`src/rtl/rob_req_tagger_pkg.sv`:
```
// Shared ROB types and default widths for the request-tagging stage.
package rob_package;

    localparam int AWIDTH  = 32;
    localparam int IDWIDTH = 4;
    localparam int PWIDTH  = 4;
    localparam int DWIDTH  = 32;

    localparam int ROB_DEPTH = 2**IDWIDTH;

    typedef logic [IDWIDTH-1:0] rob_id_t;
    typedef logic [IDWIDTH:0]   rob_cnt_t;

    typedef struct packed {
        logic [AWIDTH-1:0] addr;
        logic [PWIDTH-1:0] param;
        logic [DWIDTH-1:0] data;
    } rob_req_t;

endpackage

```
`src/rtl/rob_tag_ctr.sv`:
```
// ROB ID bookkeeping: allocation/retire pointers and in-flight count.
// Optional ROB_TAG_CHECK_EN adds a sticky retire-protocol error flag.
module rob_tag_ctr
    import rob_package::*;
#(
    parameter int IDWIDTH = rob_package::IDWIDTH
) (
    input  logic               clk,
    input  logic               rst_,
    input  logic               alloc,
    input  logic               retire,
    input  logic [IDWIDTH-1:0] ret_id,
    output logic [IDWIDTH-1:0] next_id,
    output logic [IDWIDTH:0]   outstanding,
    output logic               full,
    output logic               empty,
    output logic               err
);

    localparam logic [IDWIDTH:0] DEPTH = (IDWIDTH+1)'(2**IDWIDTH);

    // One extra bit on each pointer so the difference spans 0..DEPTH.
    logic [IDWIDTH:0] alloc_ptr;
    logic [IDWIDTH:0] ret_ptr;
    logic             retire_ok;

    assign outstanding = alloc_ptr - ret_ptr;
    assign full        = (outstanding == DEPTH);
    assign empty       = (outstanding == '0);
    assign next_id     = alloc_ptr[IDWIDTH-1:0];
    assign retire_ok   = retire && !empty;

    // Pointer advance; a retire with nothing outstanding is ignored.
    always_ff @(posedge clk or negedge rst_) begin
        if (!rst_) begin
            alloc_ptr <= '0;
            ret_ptr   <= '0;
        end else begin
            if (alloc)     alloc_ptr <= alloc_ptr + 1'b1;
            if (retire_ok) ret_ptr   <= ret_ptr + 1'b1;
        end
    end

`ifdef ROB_TAG_CHECK_EN
    // Sticky flag: out-of-order retire ID or retire with nothing in flight.
    always_ff @(posedge clk or negedge rst_) begin
        if (!rst_)
            err <= 1'b0;
        else if (retire && (empty || ret_id != ret_ptr[IDWIDTH-1:0]))
            err <= 1'b1;
    end
`else
    logic unused_ret_id;
    assign unused_ret_id = ^ret_id;
    assign err           = 1'b0;
`endif

endmodule

```
`src/rtl/rob_req_tagger.sv`:
```
// Tags upstream requests with sequential ROB IDs behind one registered
// output stage; stalls upstream when every ID is in flight.
// Optional build macro: ROB_TAG_CHECK_EN (retire ID checking, err output).
module rob_req_tagger
    import rob_package::*;
#(
    parameter int AWIDTH  = rob_package::AWIDTH,
    parameter int IDWIDTH = rob_package::IDWIDTH,
    parameter int PWIDTH  = rob_package::PWIDTH,
    parameter int DWIDTH  = rob_package::DWIDTH
) (
    input  logic               clk,
    input  logic               rst_,
    input  logic               in_val,
    input  logic [AWIDTH-1:0]  in_addr,
    input  logic [PWIDTH-1:0]  in_param,
    input  logic [DWIDTH-1:0]  in_data,
    output logic               in_ready,
    output logic               val,
    output logic [AWIDTH-1:0]  addr,
    output logic [IDWIDTH-1:0] ID,
    output logic [PWIDTH-1:0]  param,
    output logic [DWIDTH-1:0]  data,
    input  logic               ready,
    input  logic               ret_val,
    input  logic [IDWIDTH-1:0] ret_ID,
    output logic [IDWIDTH:0]   outstanding,
    output logic               err
);

    logic               capture;
    logic               full;
    logic               empty;
    logic [IDWIDTH-1:0] next_id;

    // Output slot frees when empty or draining this cycle; no ID, no capture.
    assign in_ready = !full && (!val || ready);
    assign capture  = in_val && in_ready;

    rob_tag_ctr #(
        .IDWIDTH (IDWIDTH)
    ) u_ctr (
        .clk         (clk),
        .rst_        (rst_),
        .alloc       (capture),
        .retire      (ret_val),
        .ret_id      (ret_ID),
        .next_id     (next_id),
        .outstanding (outstanding),
        .full        (full),
        .empty       (empty),
        .err         (err)
    );

    // Output register: load on capture, hold while stalled, drop when taken.
    always_ff @(posedge clk or negedge rst_) begin
        if (!rst_) begin
            val   <= 1'b0;
            addr  <= '0;
            ID    <= '0;
            param <= '0;
            data  <= '0;
        end else if (capture) begin
            val   <= 1'b1;
            addr  <= in_addr;
            ID    <= next_id;
            param <= in_param;
            data  <= in_data;
        end else if (ready) begin
            val   <= 1'b0;
        end
    end

endmodule

```
`config.mk`:
```
export PLATFORM = sky130hd
export DESIGN_NAME = rob_req_tagger
export DESIGN_NICKNAME = d
export VERILOG_FILES = /design/src/rtl/rob_req_tagger_pkg.sv /design/src/rtl/rob_tag_ctr.sv /design/src/rtl/rob_req_tagger.sv
export SDC_FILE = /design/constraint.sdc
export NUM_CORES = 1
export LEC_CHECK = 0
export BUFFER_PORTS_ARGS = -buffer_cell sky130_fd_sc_hd__buf_2
export CELL_PAD_IN_SITES_DETAIL_PLACEMENT = 1
export CELL_PAD_IN_SITES_GLOBAL_PLACEMENT = 1
export CORE_ASPECT_RATIO = 0.75
export CORE_MARGIN = 2
export CORE_UTILIZATION = 41
export CTS_CLUSTER_DIAMETER = 60
export DETAILED_ROUTE_END_ITERATION = 16
export PLACE_DENSITY_LB_ADDON = 0.15
export SYNTH_ARGS = -nofsm -noshare
export SYNTH_HDL_FRONTEND = slang
export SYNTH_SLANG_ARGS = --single-unit
```
`constraint.sdc`:
```
create_clock -name clk -period 4.1 [get_ports clk]
set_input_delay 0.41 -clock clk [delete_from_list [all_inputs] [get_ports clk]]
set_output_delay 0.41 -clock clk [all_outputs]
set_load 0.01 [all_outputs]
```
==> flow_metrics.py <==
metrics = {
    "run_status": {
        "outcome": "complete, no violations",
    },
    "route": {
        "vias_per_cell": 4.856,
        "num_vias": 2394,
        "drc": 0,
        "wl_per_cell_um": 17.16,
        "ant_nets": 0,
        "dr.pass1.iters": 4,
        "wl_um": 8458,
        "drt_iter0_drc": 124,
    },
    "clocking": {
        "path_clk_slew_ns": 0.06,
        "cts_tree": "built",
        "hold_buffers": 0,
        "cts_buffers": 9,
        "clk_latency_ns": 0.33,
        "cts_max_level": 3,
        "cts_resized": 0,
        "cts-root-buf": "clkbuf_16",
        "postCtsSetupBuffers": 0,
        "clkSinkCount": 83,
        "clockBufferDepth": 2,
    },
    "logic_synthesis": {
        "yosys_warnings": 0,
        "avgSynthCellArea_um2": 16.51,
        "synth_ff_type": "dfrtp_1",
        "synth_edf_count": 0,
        "yosysSeqAreaShare_pct": 56.42,
        "synth_nets": 307,
        "synthArstFlopShare_pct": 100.0,
        "synth_seq_cells": 83,
        "syn_inst": 223,
        "netlist_area_mm2": 0.003681,
        "synth.distinct_cells": 26,
    },
    "sta": {
        "relSlewSlack_pct": 31.98,
        "drv_slew": 0,
        "tns_ns": 0,
        "fmax_ghz": 0.3018,
        "finClkSkew_ns": 0.006538,
        "min_period_ns": 3.314,
        "fin_crit_sh_pct": 80.82,
        "hold_viol_final": 0,
        "rsz0062_at_grt": "false",
        "setup_viol": 0,
        "tightest_slew_ns": 1.020,
    },
    "worst_setup_path": {
        "end_kind": "flip-flop",
        "path_cells": "inv_1 -> ha_1 -> inv_1 -> fa_1 -> xor2_1 -> nand4b_1 -> a211o_1 -> and3_4 -> buf_4 -> mux2_4",
        "crit_top_cell": "inv_1",
        "crit_slowest_cell": "and3_4",
        "worst-path-max-fanout": 27,
        "required_ns": 4.32,
        "cp.arrival_ns": 3.53,
        "crit_path_max_incr_delay_ns": 0.56,
        "critical_path_class": "reg2reg",
        "start_kind": "flip-flop",
    },
    "grt": {
        "grt_max_degree": 84,
        "grt_overflow": 0,
        "grt_pass1_vias": 2457,
        "antenna_found_initial": 0,
        "grt_pass1_wl_um": 13310,
        "track_usage_pct": 17.84,
    },
    "hold_path": {
        "hold_path.class": "in2async",
    },
    "power": {
        "p_per_area_mw_per_mm2": 897.3,
        "p_total_mw": 4.298,
        "ir_drop_mv": 0.5438,
        "p_leak_nw": 2.469,
    },
    "run": {
        "cap_violations": 0,
    },
    "finish": {
        "nets": 464,
        "area_growth_pct": 30.12,
        "mostFrequentLayoutCell": "buf_2",
        "antenna_cells": 0,
        "n_fill_cell": 904,
        "layout_common_cells": "buf_2 (150), dfrtp_1 (83), mux2_4 (69)",
        "drive_above_1_share_pct": 63.64,
    },
    "die": {
        "io_pins": 157,
        "core_mm2": 0.008600,
        "die_x_um": 113.4,
        "fp.dieH_um": 86.06,
        "initial_core_util_pct": 42.81,
        "die_area_mm2": 0.009760,
        "floorplan.rows": 29,
    },
    "place": {
        "detailed_place_hpwl_um": 6027,
        "routabilityCongestion": 0.7530,
        "io_buffers": 151,
    },
}
==> cell usage after synthesis (all sizes together) (3+ instances only) <==
cell,count,area [µm²]
a21oi,3,15.01
and3,6,37.54
buf,9,97.60
dfrtp,83,2077
ha,6,75.07
inv,6,22.52
mux2,74,1092
nand2,3,11.26
nand3,5,25.02
nand4,3,18.77
xnor2,8,70.07
xor2,3,26.28
==> logic make-up after synthesis <==
kind of cell | share of synthesized area, %
AO/OA/AOI/OAI | 1.258
XOR/XNOR | 2.617
adder cells (fa/ha/maj) | 2.583
buffers and inverters | 3.263
flip-flops | 56.42
multiplexers | 29.67
other | 0.1019
AND/OR/NAND/NOR | 4.079
==> sequential cells by signal, indices dropped and copies added (netlist names) <==
signal	cells
u_ctr.alloc_ptr	5
param	4
u_ctr.ret_ptr	5
val	1
ID	4
addr	32
data	32
==> per-stage QoR <==
stage          setup WS (ns)  instances  utilization, %  instance area (µm²)  hold WS, ns
3_3_place_gp          0.8598        477           52.47                 4512       0.4858
6_report              0.7865        493           55.70                 4790       0.2627
3_5_place_dp          0.8215        477           52.47                 4512       0.4853
5_1_grt               0.5957        493           55.70                 4790       0.2855
4_1_cts               0.7964        493           55.70                 4790       0.2860
2_1_floorplan          1.324        223               -                 3681       0.1144
==> routing by layer <==
| metal | wire, µm | track usage, % | part of all wire, % | vias to the layer above |
|---|---|---|---|---|
| met5 | 0 | 0 | 0 | - |
| met4 | 37 | 3.991 | 0.44 | 0 |
| met3 | 615 | 6.572 | 7.3 | 4 |
| met2 | 3828 | 27.22 | 45 | 101 |
| met1 | 3977 | 24.56 | 47 | 1197 |
| li1 | - | - | - | 1092 |
==> worst paths after layout <==
path	from	to	slack, ns	cells after the start
max in group asynchronous	rst_	ID[2]	3.20	1
worst max-delay path	u_ctr.alloc_ptr[0]	data[11]	0.79	10
worst min register to register	u_ctr.alloc_ptr[4]	u_ctr.alloc_ptr[4]	0.50	1
worst min-delay path	rst_	addr[15]	0.26	1
min in group clk	in_addr[5]	addr[5]	0.30	2
worst max register to register	u_ctr.alloc_ptr[0]	data[11]	0.79	10
==> power by group <==
group / switching, mW / leakage (nW) / internal, mW
combinational: 0.940 / 1.37 / 1.10
sequential: 0.259 / 0.970 / 1.24
clock: 0.342 / 0.131 / 0.418
==> layout make-up <==
type | instances | area, µm² | area share, %
clock buffers | 10 | 229.0 | 4.781
clock inverters | 6 | 48.80 | 1.019
inverters | 6 | 22.52 | 0.4702
multi-input cells | 125 | 1489 | 31.09
flip-flops and latches | 83 | 2077 | 43.36
well taps | 108 | 135.1 | 2.821
repair buffers | 155 | 788.3 | 16.46
==> worst max-delay path, delay by kind of cell (launching register included) <==
kind | cells | cell delay, ns
AOI/OAI and AO/OA | 1 | 0.25
xor gates and xnor gates | 1 | 0.34
adders and majority gates | 2 | 0.58
buffers and inverters | 3 | 0.53
DFF | 1 | 0.41
muxes | 1 | 0.33
and+or+nand+nor | 2 | 0.73
(Power assumes the default switching activity.)
